===== src/rtl/replica_pkg.sv =====
// Shared replica constants: slot geometry, splitmix64 constants and the
// seed sequencer state encoding.
package replica_pkg;

  localparam int base_num = 8;
  localparam int base_log = 3;

  localparam logic [63:0] SM_GAMMA = 64'h9E3779B97F4A7C15;
  localparam logic [63:0] SM_M1    = 64'hBF58476D1CE4E5B9;
  localparam logic [63:0] SM_M2    = 64'h94D049BB133111EB;

  typedef enum logic [2:0] {
    IDLE,
    INIT,
    D_ADDR,
    D_READ,
    D_CAP,
    D_OUT
  } seq_state_t;

  // An all-zero state would lock the downstream xorshift generators at zero.
  function automatic logic [63:0] nonzero_seed(input logic [63:0] z);
    return (z == 64'd0) ? 64'd1 : z;
  endfunction

endpackage


===== src/rtl/splitmix_mix.sv =====
// Purely combinational splitmix64 finalizer (xor-shift / multiply chain).
module splitmix_mix
  import replica_pkg::*;
(
  input  logic [63:0] z_in,
  output logic [63:0] z_out
);

  logic [63:0] s1;
  logic [63:0] m1;
  logic [63:0] s2;
  logic [63:0] m2;

  assign s1    = z_in ^ (z_in >> 30);
  assign m1    = s1 * SM_M1;
  assign s2    = m1 ^ (m1 >> 27);
  assign m2    = s2 * SM_M2;
  assign z_out = m2 ^ (m2 >> 31);

endmodule


===== src/rtl/seed_sequencer.sv =====
// Fills every replica seed slot from one master seed via splitmix64 and
// dumps the slots back through the store's registered read path.
module seed_sequencer
  import replica_pkg::*;
(
  input  logic                clk,
  input  logic                reset,
  input  logic [63:0]         master_seed,
  input  logic                init_req,
  input  logic                dump_req,
  input  logic                run_active,
  output logic [base_log-1:0] base_id,
  output logic                init,
  output logic [63:0]         w_seed,
  output logic                read,
  input  logic [63:0]         r_seed,
  output logic [63:0]         dump_data,
  output logic                dump_valid,
  input  logic                dump_ready,
  output logic                busy,
  output logic                done
);

  localparam logic [base_log-1:0] LAST = base_log'(base_num - 1);

  seq_state_t          state;
  logic [63:0]         st;
  logic [63:0]         st_next;
  logic [63:0]         mixed;
  logic [base_log-1:0] cnt;

  // The mixer looks one step ahead so w_seed can be registered together with init.
  assign st_next = ((state == IDLE) ? master_seed : st) + SM_GAMMA;
  assign busy    = (state != IDLE);

  splitmix_mix u_mix (
    .z_in  (st_next),
    .z_out (mixed)
  );

  always_ff @(posedge clk or negedge reset) begin
    if (!reset) begin
      state      <= IDLE;
      st         <= '0;
      cnt        <= '0;
      base_id    <= '0;
      init       <= 1'b0;
      w_seed     <= '0;
      read       <= 1'b0;
      dump_data  <= '0;
      dump_valid <= 1'b0;
      done       <= 1'b0;
    end else begin
      done <= 1'b0;
      case (state)
        IDLE: begin
          if (!run_active) begin
            if (init_req) begin
              st      <= st_next;
              cnt     <= '0;
              base_id <= '0;
              init    <= 1'b1;
              w_seed  <= nonzero_seed(mixed);
              state   <= INIT;
            end else if (dump_req) begin
              cnt     <= '0;
              base_id <= '0;
              state   <= D_ADDR;
            end
          end
        end
        INIT: begin
          if (cnt == LAST) begin
            init  <= 1'b0;
            done  <= 1'b1;
            state <= IDLE;
          end else begin
            cnt     <= cnt + 1'b1;
            base_id <= cnt + 1'b1;
            st      <= st_next;
            w_seed  <= nonzero_seed(mixed);
          end
        end
        D_ADDR: begin
          read  <= 1'b1;
          state <= D_READ;
        end
        D_READ: begin
          read  <= 1'b0;
          state <= D_CAP;
        end
        D_CAP: begin
          dump_data  <= r_seed;
          dump_valid <= 1'b1;
          state      <= D_OUT;
        end
        D_OUT: begin
          if (dump_ready) begin
            dump_valid <= 1'b0;
            if (cnt == LAST) begin
              done  <= 1'b1;
              state <= IDLE;
            end else begin
              cnt     <= cnt + 1'b1;
              base_id <= cnt + 1'b1;
              state   <= D_ADDR;
            end
          end
        end
        default: state <= IDLE;
      endcase
    end
  end

endmodule


===== config.mk =====
export PLATFORM = sky130hd
export DESIGN_NAME = seed_sequencer
export DESIGN_NICKNAME = d
export VERILOG_FILES = /design/src/rtl/replica_pkg.sv /design/src/rtl/splitmix_mix.sv /design/src/rtl/seed_sequencer.sv
export SDC_FILE = /design/constraint.sdc
export NUM_CORES = 2
export LEC_CHECK = 0
export CORE_MARGIN = 5
export CORE_UTILIZATION = 25
export DETAILED_ROUTE_END_ITERATION = 12
export GPL_ROUTABILITY_DRIVEN = 0
export HOLD_SLACK_MARGIN = 0.03
export PLACE_DENSITY_LB_ADDON = 0.05
export SETUP_SLACK_MARGIN = 0.15
export SYNTH_ARGS = -nofsm -noshare
export SYNTH_HDL_FRONTEND = slang
export SYNTH_SLANG_ARGS = --single-unit

===== constraint.sdc =====
create_clock -name clk -period 22.7 [get_ports clk]
set_input_delay 2.27 -clock clk [delete_from_list [all_inputs] [get_ports clk]]
set_output_delay 2.27 -clock clk [all_outputs]
set_load 0.01 [all_outputs]

==> summary.md <==
| Metric | Value |
|---|---|
| Status | completed |
| Startpoint types | input port |
| Antenna viol nets, final | 0 |
| Max incr delay on CP | 670 ps |
| Post-synth EDFFs | 0 |
| Via count | around 62000 |
| Crit path top cell by count | fa_1 |
| Final slew viol count | 0 |
| MaxCap Viol Count | 0 |
| Ys Warns | 0 |
| Post-synth top cells | inv_1 (2117), fa_1 (1452), ha_1 (1202) |
| Register area share after synthesis | under 10% |
| TritonCTS Sinks | ~200 |
| Layout area overhead | 27.8% |
| Slew @ Worst Pin | 1090 ps |
| Slew HR | between 20% and 30% |
| Syn nets | 10700 |
| Synth area leader | fa_1 |
| Total CTS buffers | 26 |
| Largest net degree at the start of global routing | 212 |
| Post-detail-place hpwl | around 360000 um |
| Multi-input logic area | about 0.064 mm2 |
| Synth top area share | approximately 38% |
| Worst-Skew Late Latency | about 600 ps |
| Register Area | roughly 0.0051 mm2 |
| IO buf count | around 270 |
| Kind of critical path | in2reg |
| Drt initial violations | 4019 |
| CTS root buffer | clkbuf_16 |
| Syn Inst Count | a little under 8000 |
| Drt wl/cell | 28.4 um |
| Ys flop type | dfrtp_1 |
| Via/cell ratio | 4.49 |
| CORE AREA | 0.306 mm2 |
| Maximum net fanout on the critical path | 4 |
| Worst EP arrival | 22260 ps |
| Syn_area_per_cell | 9.74 um2 |
| Ranking of synthesized cells by area | fa_1 (38%), ha_1 (20%), inv_1 (10%) |
| Height of the die | roughly 560 um |
| Crit path time final | 21870 ps |
| RSZ-0062 raised after global routing | yes |
| Max stage delay cell, worst path | or4b_2 |
| Top-count cell post-synth | inv_1 |
| GRT Util Overall | between 20 and 25% |
| Die width | 565 um |
| Remaining Overflow, GRT | 0 |
| Num ports | 270 |
| TritonCTS clock tree | built |
| Fill count | approximately 32000 |
| Final hold viol count | 0 |
| Total Nets Final | ~12000 |
| First-pass detailed-route iteration total | 7 |
| H-tree Lvls | 1 |
| # DRC | 0 |
| Post-synth ARST share | 100% |
| Synthesis-stage register bit count | 202 |
| CTS clk-pin slew, worst paths | about 60 ps |
| R2R setup slack | slightly below 2000 ps |
| Worst setup EP type | flop |
| Routed WL | slightly below 400000 um |
| Initial antenna violation count | 19 |
| Synth unique cells | between 100 and 150 |
| Period utilization | a little over nine tenths |
| Worst EP required | approximately 23000 ps |
| Worst Hold Class | reg2reg |
| Peak Freq | between 40 and 50 MHz |
| First-pass GRT wire length | about 550000 um |
| Share of cells above drive strength 1 | between 15 and 20% |
| Synthesized cell area | slightly below 0.08 mm2 |
| Num rows | 203 |
| Final setup viols | 0 |
| DIE AREA | 0.319 mm2 |
| Clk buf depth | 3 |
| Hold slack | roughly 470 ps |
| Clock skew | roughly 55 ps |
| Cts hold-fix bufs | 0 |
| Vias in the first global route | 68400 |
| Starting Density | between 20% and 30% |
[critical path: cells and delay by family]
family / cells / cell delay, ps
fa+ha+maj: 21 / 9740
simple gates: 9 / 1790
compound gates: 6 / 980
buf+inv: 25 / 3380
xor+xnor: 19 / 4080
[per-layer routing]
metal | part of all wire (%) | global-route usage [%]
met2 | 47 | 41.0
met4 | 2.3 | 4.54
met1 | 46 | 34.5
met3 | 4.2 | 2.16
met5 | 0.0090 | 0
[final timing paths]
kind	start	end	cells after the start
max in group asynchronous	reset	w_seed[18]	2
hold reg to reg	w_seed[43]	w_seed[43]	2
hold / removal	w_seed[43]	w_seed[43]	2
setup reg to reg	state[2]	w_seed[27]	76
setup / recovery	master_seed[30]	w_seed[32]	80
min in group asynchronous	reset	dump_data[34]	1
[cell usage in the layout, fill, tap and decap left out, drive strengths merged, types with 25 or more instances in the layout]
cell type / count
inv: 2124
buf: 1586
fa: 1452
ha: 1202
nand2: 429
xnor2: 420
xor2: 280
clkdlybuf4s50: 267
o21ai: 226
a21oi: 222
a21o: 210
dfrtp: 202
nor2: 189
mux2: 75
mux2i: 61
nor3: 60
and2: 57
nand3: 47
or2: 42
clkbuf: 37
and3: 33
a211oi: 30
nand4: 29
nand2b: 27
o21bai: 25
nor4: 25
[repair_timing]
item	in CTS	in global routing
resized for setup	7	85
pin swaps	0	19
endpoints found under the setup margin	6	37
buffers inserted	0	20
endpoints found under the hold margin	0	0
[cell type report]
type	instances	share of cell area, %
multi-input combinational	5452	65.2
timing repair buffer	1854	15.5
inverter	2126	8.13
tap	4100	5.22
sequential	202	5.14
clock buffer	37	0.765
clock inverter	11	0.0878
antenna	3	0.00764
[logic make-up after synthesis]
kind of cell             count (synthesis)  synth area share, %
multiplexers                           136                 1.95
adder cells (fa/ha/maj)               2654                 57.3
buffers and inverters                 2246                 11.1
XOR/XNOR                               720                 8.78
flip-flops                             202                 6.57
AND/OR/NAND/NOR                       1018                 6.31
AO/OA/AOI/OAI                          924                 7.97
[through the flow]
step	area [um2]	std cells	utilization (%)	TNS [ps]	setup slack, ps
after floorplan	76900	7900	-	0	154
after global placement	96900	13700	31.6	-6050	-751
after detailed placement	96900	13700	31.6	-3540	-553
after CTS	97700	13800	31.9	0	168
after global routing	98300	13800	32.1	0	120
final	98300	13800	32.1	0	835
[flip-flops by register name, indices dropped and copies added (netlist names)]
signal / flops
base_id: 3
done: 1
dump_data: 64
dump_valid: 1
init: 1
read: 1
st: 64
state: 3
w_seed: 64
Power is not shown: default switching activity piles up to over one toggle a cycle in this logic, so the estimate is an artifact.
